===== src/rtl/seq_shifter.sv =====
// Bit-serial right-shift / rotate unit with a start/done handshake.
// Each accepted request takes Cnt SHIFT cycles plus one DONE cycle. The working
// register is visible on Out at all times and holds the result after done.
module seq_shifter #(
  parameter int unsigned N = 16,
  parameter int unsigned C = 4,
  parameter int unsigned O = 2
) (
  input  logic         clk,
  input  logic         rst,
  input  logic         start,
  input  logic [N-1:0] In,
  input  logic [C-1:0] Cnt,
  input  logic [O-1:0] Op,
  output logic [N-1:0] Out,
  output logic         busy,
  output logic         done,
  output logic         err
);

  localparam logic [O-1:0] OpRor = O'(0);
  localparam logic [O-1:0] OpSrl = O'(1);
  localparam logic [O-1:0] OpSra = O'(2);
  localparam logic [O-1:0] OpRol = O'(3);

  typedef enum logic [1:0] {
    StIdle,
    StShift,
    StDone
  } state_e;

  state_e       state_q, state_d;
  logic [N-1:0] data_q,  data_d;
  logic [C-1:0] rem_q,   rem_d;
  logic [O-1:0] op_q,    op_d;
  logic         err_q,   err_d;

  // One-bit move of the working register for the latched operation.
  function automatic logic [N-1:0] shift_step(input logic [N-1:0] d, input logic [O-1:0] op);
    logic [N-1:0] r;
    r = d;
    case (op)
      OpRor:   r = {d[0], d[N-1:1]};
      OpSrl:   r = {1'b0, d[N-1:1]};
      OpSra:   r = {d[N-1], d[N-1:1]};
      OpRol:   r = {d[N-2:0], d[N-1]};
      default: r = d;
    endcase
    return r;
  endfunction

  // State and datapath registers; reset discards any operation in flight.
  always_ff @(posedge clk) begin
    if (rst) begin
      state_q <= StIdle;
      data_q  <= '0;
      rem_q   <= '0;
      op_q    <= '0;
      err_q   <= 1'b0;
    end else begin
      state_q <= state_d;
      data_q  <= data_d;
      rem_q   <= rem_d;
      op_q    <= op_d;
      err_q   <= err_d;
    end
  end

  // Next-state and datapath update: capture on start, step once per SHIFT cycle.
  always_comb begin
    state_d = state_q;
    data_d  = data_q;
    rem_d   = rem_q;
    op_d    = op_q;
    // A request that arrives while busy is dropped and flagged next cycle.
    err_d   = start && (state_q != StIdle);

    unique case (state_q)
      StIdle: begin
        if (start) begin
          data_d  = In;
          rem_d   = Cnt;
          op_d    = Op;
          state_d = (Cnt == '0) ? StDone : StShift;
        end
      end
      StShift: begin
        data_d = shift_step(data_q, op_q);
        rem_d  = rem_q - C'(1);
        if (rem_q == C'(1)) begin
          state_d = StDone;
        end
      end
      StDone: begin
        state_d = StIdle;
      end
      default: begin
        state_d = StIdle;
      end
    endcase
  end

  // Outputs decoded from the registered state.
  always_comb begin
    Out  = data_q;
    busy = (state_q != StIdle);
    done = (state_q == StDone);
    err  = err_q;
  end

endmodule


===== config.mk =====
export PLATFORM = sky130hd
export DESIGN_NAME = seq_shifter
export DESIGN_NICKNAME = d
export VERILOG_FILES = /design/src/rtl/seq_shifter.sv
export SDC_FILE = /design/constraint.sdc
export NUM_CORES = 1
export LEC_CHECK = 0
export ABC_AREA = 1
export CAP_MARGIN = 10
export CELL_PAD_IN_SITES_DETAIL_PLACEMENT = 0
export CELL_PAD_IN_SITES_GLOBAL_PLACEMENT = 1
export CORE_UTILIZATION = 34
export CTS_CLUSTER_SIZE = 25
export DETAILED_ROUTE_END_ITERATION = 12
export GPL_TIMING_DRIVEN = 1
export PLACE_DENSITY_LB_ADDON = 0.1
export RECOVER_POWER = 100
export REMOVE_ABC_BUFFERS = 1
export SYNTH_ARGS = -nofsm -noshare
export SYNTH_HDL_FRONTEND = slang
export SYNTH_SLANG_ARGS = --single-unit

===== constraint.sdc =====
create_clock -name clk -period 2.8 [get_ports clk]
set_input_delay 0.56 -clock clk [delete_from_list [all_inputs] [get_ports clk]]
set_output_delay 0.56 -clock clk [all_outputs]
set_load 0.005 [all_outputs]

==> results.txt, run 1 <==
----------------------------------------------------
[Status]
  Result of the run ... complete, no violations

[Global routing]
  Leftover overflow at the end of global routing ... 0
  Via count of the first global-routing pass ... between 1000 and 1500
  Pin count of the biggest net entering global routing ... 38
  Number of antenna violations at the first check in global routing ... 0
  Total track usage ... 0.172
  Wire length of the first global-routing pass ... a little under 6 mm

[Setup path]
  Startpoint of the most critical register-to-register path ... state_q[1]
  Number of cell instances on the worst register-to-register path ... 6
  Flop-to-flop setup slack ... between 1 and 1.5 ns
  Crit Path Max Fanout ... 20
  Reg2reg end ... rem_q[2]
  Worst Setup Start Kind ... input pin
  Critical path data required time ... 3.02 ns
  Setup crit end kind ... flop
  CP Launch Point ... start
  Start-to-end type of the worst setup path ... input pin to flop
  Endpoint arrival time on the critical path ... ~2.4 ns

[Route]
  Count of vias placed by the detailed router ... ~1400
  DR vias/cell ... around 5.0
  Initial DRC Count ... between 80 and 90
  Remaining design rule violation count ... 0
  Post-DR wirelength/cell ... between 10 and 15 um
  Final Routed Wirelength ... 3.53 mm
  Length of the first detailed-routing pass in iterations ... 4
  Antenna Nets Post-Route ... 0

[Yosys]
  Number of warnings issued by yosys ... 0
  Number of distinct library cells after synthesis ... 23
  Post-synthesis area per instance ... ~7 um2
  Combined area of all synthesized cells ... approximately 1400 um2
  Sequential share of the synthesized area ... 0.366
  Synthesized instance count ... approximately 200
  Yosys reg bits ... 25

[Floorplanning]
  Row Count ... 22
  Core region area ... roughly 3700 um2
  Die span in y ... roughly 65 um
  Total Die Area ... about 4300 um2
  Initial standard-cell utilization of the core ... 0.365
  Ports ... 44
  Horizontal extent of the die ... 65.4 um

[STA]
  Final Hold Viols ... 0
  Setup violation total in the final timing report ... 0
  Setup repair after global routing missed its margin ... false
  Setup total negative slack ... 0 ns
  Transition at the pin with the smallest max-transition slack ... roughly 0.63 ns
  Hold Worst Slack ... ~0.51 ns
  Final critical-path share of the clock period ... 0.765
  Final worst clock skew ... 0.00180 ns
  Final count of pins violating max slew ... 0
  Final Critical Period ... about 2.1 ns
  Worst Setup Slack, final ... 0.659 ns
  Max-slew headroom at the worst pin ... 0.577
  Fmax ... 467 MHz

[Cells and area]
  Commonest non-fill, non-tap cell in the layout ... o21ai_0
  Layout cells sized above 1 ... 0.0603
  Net count of the finished layout ... 260
  Signed area change from the synthesized netlist to the final layout ... 32.8%
  Count of inserted antenna diode cells ... 0
  Layout fillers ... between 400 and 500
  Util after Layout ... 0.485
  Commonest cells after routing, fill and taps aside ... 38 x o21ai_0, 33 x a21oi_1, 25 x dfxtp_1

[Clock network]
  Clock transition at path regs ... 0.09 ns
  Number of clock sinks ... 25
  TritonCTS clock tree ... built
  Num CTS Buffers ... 3
  H-Tree Level Count ... 1
  Root buffer cell ... clkbuf_8
  CTS Hold Buffers Added ... 0
  Worst-skew pair later-pin latency ... approximately 0.27 ns
  Number of setup buffers added after CTS ... 0
  Buffer levels on the longest clock path ... 2
  Resized cells post-CTS ... 0

[Pwr]
  Leakage component of the power ... around 0.75 nW
  PD cells ... slightly above 500 nW/um2
  Largest voltage drop on the vdd net ... 0.179 mV

[Placed design]
  Placer Congestion ... approximately 0.72
  Pre-CTS setup slack ... 0.728 ns
  Total half-perimeter wirelength after legalization and detailed placement ... 2.40 mm
  Number of buffer cells added on primary ports ... 43

[Min path]
  Worst hold path endpoint ... rem_q[3]
  Hold Path Stages ... 2
  Worst Hold Class ... flop to flop
  Worst hold start ... rem_q[3]

[Flow run]
  Number of max-capacitance violations reported ... 0

----------------------------------------------------
==> per-stage QoR <==
step | std cells | area, um2 | total power (W)
floorplan | 185 | 1280 | 0.000592
global placement | 276 | 1780 | 0.000730
detailed placement | 276 | 1780 | 0.000735
CTS | 280 | 1820 | 0.000959
global route | 280 | 1810 | 0.000999
finish | 280 | 1810 | 0.000933
==> how the worst max path moves through the flow <==
stage / end / slack [ns]
detailed placement: Out[6] / 0.73
global route: rem_q[2] / 0.50
global placement: rem_q[1] / 0.78
floorplan: Out[0] / 1.55
CTS: busy / 0.85
finish: rem_q[2] / 0.66
==> area by class of cell <==
cell class | count | area (um2) | area share
well taps | 48 | 60.1 | 0.0331
repair buffers | 43 | 430 | 0.237
clock inverters | 1 | 7.51 | 0.00414
multi-input cells | 139 | 696 | 0.383
inverters | 21 | 78.8 | 0.0434
flip-flops and latches | 25 | 500 | 0.276
clock buffers | 3 | 41.3 | 0.0228
==> state kept, by name (all words and copies together) (netlist names) <==
name	cells
Out	16
rem_q	4
op_q	2
state_q	2
err	1
==> logic make-up (layout without fill, tap and decap cells) <==
logic type / Yosys count / after routing / synth area share
adder cells (fa/ha/maj): 2 / 2 / 0.0183
flip-flops: 25 / 25 / 0.366
buffers and inverters: 31 / 68 / 0.117
AND/OR/NAND/NOR: 50 / 50 / 0.166
AO/OA/AOI/OAI: 87 / 87 / 0.332
==> per-layer routing <==
| metal | wire, um | vias up | global-route usage |
|---|---|---|---|
| met5 | 0 | - | 0 |
| met2 | 1570 | 22 | 0.276 |
| met3 | 108 | 2 | 0.0278 |
| met1 | 1830 | 632 | 0.238 |
| met4 | 22 | 0 | 0.0408 |
| li1 | - | 732 | - |
==> where the power goes <==
group / internal [W] / leakage, nW / switching, W
Combinational: 0.000130 / 0.520 / 0.000143
Clock: 0.000101 / 0.0217 / 0.000123
Sequential: 0.000399 / 0.207 / 0.0000377
Total: 0.000630 / 0.748 / 0.000304
==> worst max-delay path: stages <==
cell and delay [ns]:
dlygate4sd3_1 0.55, nand2_1 0.48, nand2_2 0.36, o211ai_1 0.26, nand2_1 0.08, inv_1 0.06
==> synthesized netlist by cell type <==
cell | count | area, um2
o21ai_0 | 37 | 185
nand2_4 | 2 | 22.5
clkbuf_2 | 1 | 5.00
o21ai_1 | 13 | 65.1
buf_6 | 5 | 56.3
buf_2 | 1 | 5.00
buf_4 | 1 | 7.51
nor2_2 | 1 | 6.26
nand2_1 | 20 | 75.1
a21oi_2 | 3 | 26.3
clkbuf_1 | 2 | 7.51
inv_1 | 18 | 67.6
o211ai_2 | 1 | 12.5
nor3_1 | 1 | 5.00
or2_0 | 1 | 6.26
ha_1 | 2 | 25.0
or2_2 | 1 | 6.26
nand3_1 | 8 | 40.0
inv_2 | 3 | 11.3
dfxtp_1 | 25 | 500
nor2_1 | 14 | 52.6
nand2_2 | 2 | 12.5
a21oi_1 | 33 | 165
(Power assumes the default switching activity.)
==> inputs of run 2 (changes only) <==
Settings changed: CORE_UTILIZATION 34 to 31.
Clock period 2.8 ns to 2 ns, I/O delays scaled along.
==> run 2 against run 1 <==
Effect of this change:
- clock skew is essentially flat
- worst hold slack gained 0.0036 ns
- cell count grew 1.4%
- register-to-register slack lost 0.62 ns
- setup slack lost 0.46 ns
- first-iteration DRC count shrank 1.2%
- utilization shrank 4.0 points
- sequential share of layout area shrank 0.25 points
- critical path depth shrank 3
- final area grew 0.90%
- die area grew 9.4%
- clock-buffer cell count grew 1
- critical endpoint is now done
==> results.txt, run 2 (synthesis results as in run 1) <==
----------------------------------------------------
[Status]
  Result of the run ... complete, no violations

[Cells and area]
  Sequential cell area in the final layout ... around 500 um2
  Util after Layout ... 0.445
  Layout Cells excl Fill ... about 280
  Count of inserted antenna diode cells ... 0
  Layout fillers ... roughly 440
  Commonest non-fill, non-tap cell in the layout ... o21ai_0
  Signed area change from the synthesized netlist to the final layout ... 34.0%
  Commonest cells after routing, fill and taps aside ... 38 x o21ai_0, 33 x a21oi_1, 25 x dfxtp_1
  Net count of the finished layout ... around 260
  Flip-flop count of the largest register, all copies and words added ... 16
  Layout cells sized above 1 ... 0.0641
  Area taken by multi-input logic gates ... ~700 um2

[STA]
  Transition at the pin with the smallest max-transition slack ... approximately 0.39 ns
  Final worst clock skew ... 0.00179 ns
  Final critical-path share of the clock period ... 0.902
  Max-slew headroom at the worst pin ... 0.737
  Final count of pins violating max slew ... 0
  Final Hold Viols ... 0
  Setup violation total in the final timing report ... 0
  Setup total negative slack ... 0 ns
  Final Critical Period ... 1.80 ns
  Worst Setup Slack, final ... about 0.2 ns
  Setup repair after global routing missed its margin ... false
  Fmax ... 554 MHz

[Floorplanning]
  Horizontal extent of the die ... slightly below 70 um
  Initial standard-cell utilization of the core ... 0.332
  Total Die Area ... between 4000 and 5000 um2
  Core region area ... a little over 4000 um2
  Row Count ... 23
  Ports ... 44
  Die span in y ... 68.4 um

[Placed design]
  Total half-perimeter wirelength after legalization and detailed placement ... around 2.6 mm
  Pre-CTS setup slack ... approximately 0.34 ns
  Placed cell count ... 280
  Placer Congestion ... around 0.74
  Number of buffer cells added on primary ports ... 43

[Clock network]
  Num CTS Buffers ... 3
  Root buffer cell ... clkbuf_8
  Resized cells post-CTS ... 0
  Number of clock sinks ... 25
  TritonCTS clock tree ... built
  Buffer levels on the longest clock path ... 2
  Number of setup buffers added after CTS ... 0
  H-Tree Level Count ... 1
  CTS Hold Buffers Added ... 0
  Clock transition at path regs ... 0.09 ns
  Worst-skew pair later-pin latency ... 0.27 ns

[Setup path]
  Start-to-end type of the worst setup path ... flop to output port
  Endpoint arrival time on the critical path ... 1.40 ns
  Number of cell instances on the worst register-to-register path ... 6
  Setup crit end kind ... output port
  Reg2reg end ... rem_q[2]
  Worst Setup Start Kind ... flop
  Flop-to-flop setup slack ... 0.46 ns
  Critical path data required time ... between 1.5 and 2 ns
  Startpoint of the most critical register-to-register path ... state_q[1]
  Crit Path Max Fanout ... 5

[Global routing]
  Number of antenna violations at the first check in global routing ... 0
  Pin count of the biggest net entering global routing ... 38
  Wire length of the first global-routing pass ... between 6 and 7 mm
  Busiest layer in global routing ... met2
  Total track usage ... 0.177
  Met3 Usage GRT ... 0.0200
  Met1 usage ... 0.246
  Leftover overflow at the end of global routing ... 0
  Met2 GRT Util ... 0.288
  Via count of the first global-routing pass ... 1357

[Route]
  Post-DR wirelength/cell ... around 13 um
  Final Routed Wirelength ... 3.83 mm
  Initial DRC Count ... 82
  Antenna Nets Post-Route ... 0
  Remaining design rule violation count ... 0
  Count of vias placed by the detailed router ... between 1000 and 1500
  Length of the first detailed-routing pass in iterations ... 4
  DR vias/cell ... ~5

[Min path]
  Worst hold path endpoint ... rem_q[3]
  Hold Path Stages ... 2
  Worst Hold Class ... flop to flop
  Worst hold start ... rem_q[3]

[Pwr]
  Largest voltage drop on the vdd net ... around 0.26 mV
  PD cells ... between 700 and 800 nW/um2
  Leakage component of the power ... between 0.7 and 0.8 nW

[Flow run]
  Number of max-capacitance violations reported ... 0

----------------------------------------------------
-- run 2: changes by cell type in the layout (fill, tap and decap cells not counted), sizes merged --
cell           before  now
buf                 0    2
clkdlybuf4s50      22   24
dlygate4sd3        21   19
clkbuf              3    4
clkinvlp            1    0
-- run 2: final cells by class --
type                       instances  area share
timing repair buffer              45       0.243
inverter                          21      0.0431
clock buffer                       4      0.0246
tap                               50      0.0342
sequential                        25       0.273
multi-input combinational        139       0.381
-- run 2: per-layer routing --
metal,vias up,part of all wire
li1,738,-
met1,665,0.50
met2,35,0.46
met3,2,0.039
met4,0,0.0052
met5,-,0
-- run 2: power by group --
group | internal, W | switching, W | total (W)
sequential | 0.000558 | 0.0000541 | 0.000612
clock | 0.000142 | 0.000165 | 0.000308
combinational | 0.000187 | 0.000206 | 0.000393
-- run 2: worst max-delay path: stages, from the launching register on --
cell	delay, ns
dfxtp_1	0.35
inv_1	0.12
nor2_1	0.10
dlygate4sd3_1	0.57
-- run 2: through the flow --
step	hold WS, ns	area [um2]	total power [W]
CTS	0.517	1840	0.00135
global placement	0.491	1790	0.00103
global route	0.566	1830	0.00141
floorplan	0.469	1280	0.000829
detailed placement	0.502	1790	0.00104
finish	0.515	1830	0.00131
-- run 2: worst max path at each step --
stage | from | endpoint | cells past startpoint
CTS | state_q[0] | busy | 3
global route | state_q[1] | done | 3
finish | state_q[1] | done | 3
global placement | start | rem_q[1] | 6
detailed placement | start | op_q[1] | 6
floorplan | rem_q[0] | rem_q[2] | 7
==> inputs of run 3 (changes only) <==
Settings changed: REMOVE_ABC_BUFFERS 1 to unset.
==> run 3 against run 2 <==
Effect of this change:
- utilization hardly changed
- combinational power is 1% lower
- critical endpoint is now busy
- final area hardly changed
- first-iteration DRC count is 1.2% lower
- via count is 3.2% lower
- non-clock buffer count stayed put
- clock skew is 0.0080 ns higher
- global-route usage is 0.36 points lower
- largest power group unchanged
- register-to-register slack worse by 0.17 ns
- total power is 0.37% higher
==> results.txt, run 3 (synthesis results as in run 1) <==
----------------------------------------------------
[Placed design]
  Total half-perimeter wirelength after legalization and detailed placement ... about 2.5 mm
  Placer Congestion ... 0.832
  Number of buffer cells added on primary ports ... 43
  Placed Area ... between 1500 and 2000 um2

[Min path]
  Worst hold start ... rem_q[3]
  Worst hold path endpoint ... rem_q[3]
  Worst Hold Class ... flop to flop
  Hold Path Stages ... 2

[Setup path]
  Endpoint arrival time on the critical path ... 1.42 ns
  Startpoint of the most critical register-to-register path ... state_q[1]
  Sum of buffers and inverters on the critical path ... 2
  Reg2reg end ... rem_q[2]
  List of cells traversed by the critical path ... inv_1 -> nand2_1 -> dlygate4sd3_1
  Crit Path Max Fanout ... 4
  Worst Setup Start Kind ... flop
  Critical-path top delay cell ... dlygate4sd3_1
  Cell class contributing the biggest share of worst-path delay ... buffers and inverters
  Setup crit end kind ... output port
  Start-to-end type of the worst setup path ... flop to output port
  Flop-to-flop setup slack ... 0.29 ns
  Critical Path Max Stage Delay ... roughly 0.58 ns
  Number of cell instances on the worst register-to-register path ... 6
  Critical path data required time ... about 1.6 ns

[Clock network]
  Root buffer cell ... clkbuf_8
  Resized cells post-CTS ... 0
  H-Tree Level Count ... 1
  Clock transition at path regs ... 0.10 ns
  Number of setup buffers added after CTS ... 0
  Worst-skew pair later-pin latency ... 0.28 ns
  CTS Hold Buffers Added ... 0
  Buffer levels on the longest clock path ... 2
  Number of clock sinks ... 25
  TritonCTS clock tree ... built
  Num CTS Buffers ... 3

[Pwr]
  Largest voltage drop on the vdd net ... around 0.4 mV
  PD cells ... roughly 720 nW/um2
  Design Power ... ~0.0013 W
  Leakage component of the power ... 0.758 nW

[Cells and area]
  Util after Layout ... 0.445
  Layout cells sized above 1 ... 0.0684
  Count of inserted antenna diode cells ... 0
  Commonest non-fill, non-tap cell in the layout ... o21ai_0
  Post-route design area ... approximately 1800 um2
  Net count of the finished layout ... about 260
  Commonest cells after routing, fill and taps aside ... 38 x o21ai_0, 33 x a21oi_1, 25 x dfxtp_1
  Signed area change from the synthesized netlist to the final layout ... 34.1%
  Flip-flop count of the largest register, all copies and words added ... 16

[Floorplanning]
  Row Count ... 23
  Initial standard-cell utilization of the core ... 0.332
  Die span in y ... a little under 70 um
  Total Die Area ... roughly 4700 um2
  Horizontal extent of the die ... about 68 um
  Ports ... 44
  Core region area ... approximately 4000 um2

[Flow run]
  Number of max-capacitance violations reported ... 0

[Yosys]
  Post-Synthesis Net Count ... 222

[Route]
  Initial DRC Count ... slightly above 80
  Post-DR wirelength/cell ... ~13 um
  Count of vias placed by the detailed router ... between 1000 and 1500
  Remaining design rule violation count ... 0
  DR vias/cell ... ~4.9
  Antenna Nets Post-Route ... 0
  Length of the first detailed-routing pass in iterations ... 4
  Final Routed Wirelength ... 3.67 mm

[Global routing]
  Met2 GRT Util ... 0.295
  Wire length of the first global-routing pass ... 6.11 mm
  Met1 usage ... 0.223
  Met3 Usage GRT ... 0.0350
  Via count of the first global-routing pass ... 1341
  Pin count of the biggest net entering global routing ... 38
  Number of antenna violations at the first check in global routing ... 0
  Total track usage ... 0.174
  Leftover overflow at the end of global routing ... 0
  Busiest layer in global routing ... met2

[STA]
  Final worst clock skew ... around 0.0098 ns
  Final count of pins violating max slew ... 0
  Final critical-path share of the clock period ... 0.910
  Final Hold Viols ... 0
  Final Critical Period ... between 1.5 and 2 ns
  Hold Worst Slack ... approximately 0.52 ns
  Transition at the pin with the smallest max-transition slack ... 0.628 ns
  Max-slew headroom at the worst pin ... 0.580
  Setup repair after global routing missed its margin ... false
  Setup violation total in the final timing report ... 0
  Fmax ... around 550 MHz
  Setup total negative slack ... 0 ns

[Status]
  Result of the run ... complete, no violations

----------------------------------------------------
==> run 3: how the worst max path moves through the flow <==
stage                from  endpoint  slack [ns]  cells after the start
2_1_floorplan    rem_q[0]  rem_q[2]        0.81                      7
3_3_place_gp        start  rem_q[1]        0.39                      6
3_5_place_dp        start  rem_q[1]        0.38                      6
4_1_cts        state_q[0]      busy        0.21                      3
5_1_grt        state_q[0]      busy        0.09                      3
6_report       state_q[0]      busy        0.18                      3
==> run 3: worst min-delay path, cell delays in order (launching register included) <==
cell and delay, ns:
dfxtp_1 0.34, nand3_1 0.08, a21oi_1 0.06
==> run 3: final cells by class <==
cell class              instances  area (um2)
fillers                       428        2280
inverters                      21        78.8
flip-flops and latches         25         500
repair buffers                 45         445
clock buffers                   3        41.3
clock inverters                 1        7.51
well taps                      50        62.6
multi-input cells             139         696
==> run 3: per-layer routing <==
layer	up-vias	wire, um
met5	-	0
met4	0	2
met3	2	163
met2	30	1680
met1	626	1820
li1	736	-
==> run 3: where the power goes <==
| part | leakage (nW) | internal (W) | switching, W |
|---|---|---|---|
| registers | 0.207 | 0.000558 | 0.0000523 |
| clock network | 0.0217 | 0.000141 | 0.000178 |
| logic | 0.529 | 0.000186 | 0.000202 |
==> run 3: through the flow <==
stage | worst slack (ns) | cells
after CTS | 0.207 | 284
after global placement | 0.391 | 280
after global routing | 0.0857 | 284
after floorplan | 0.812 | 195
final | 0.180 | 284
after detailed placement | 0.381 | 280
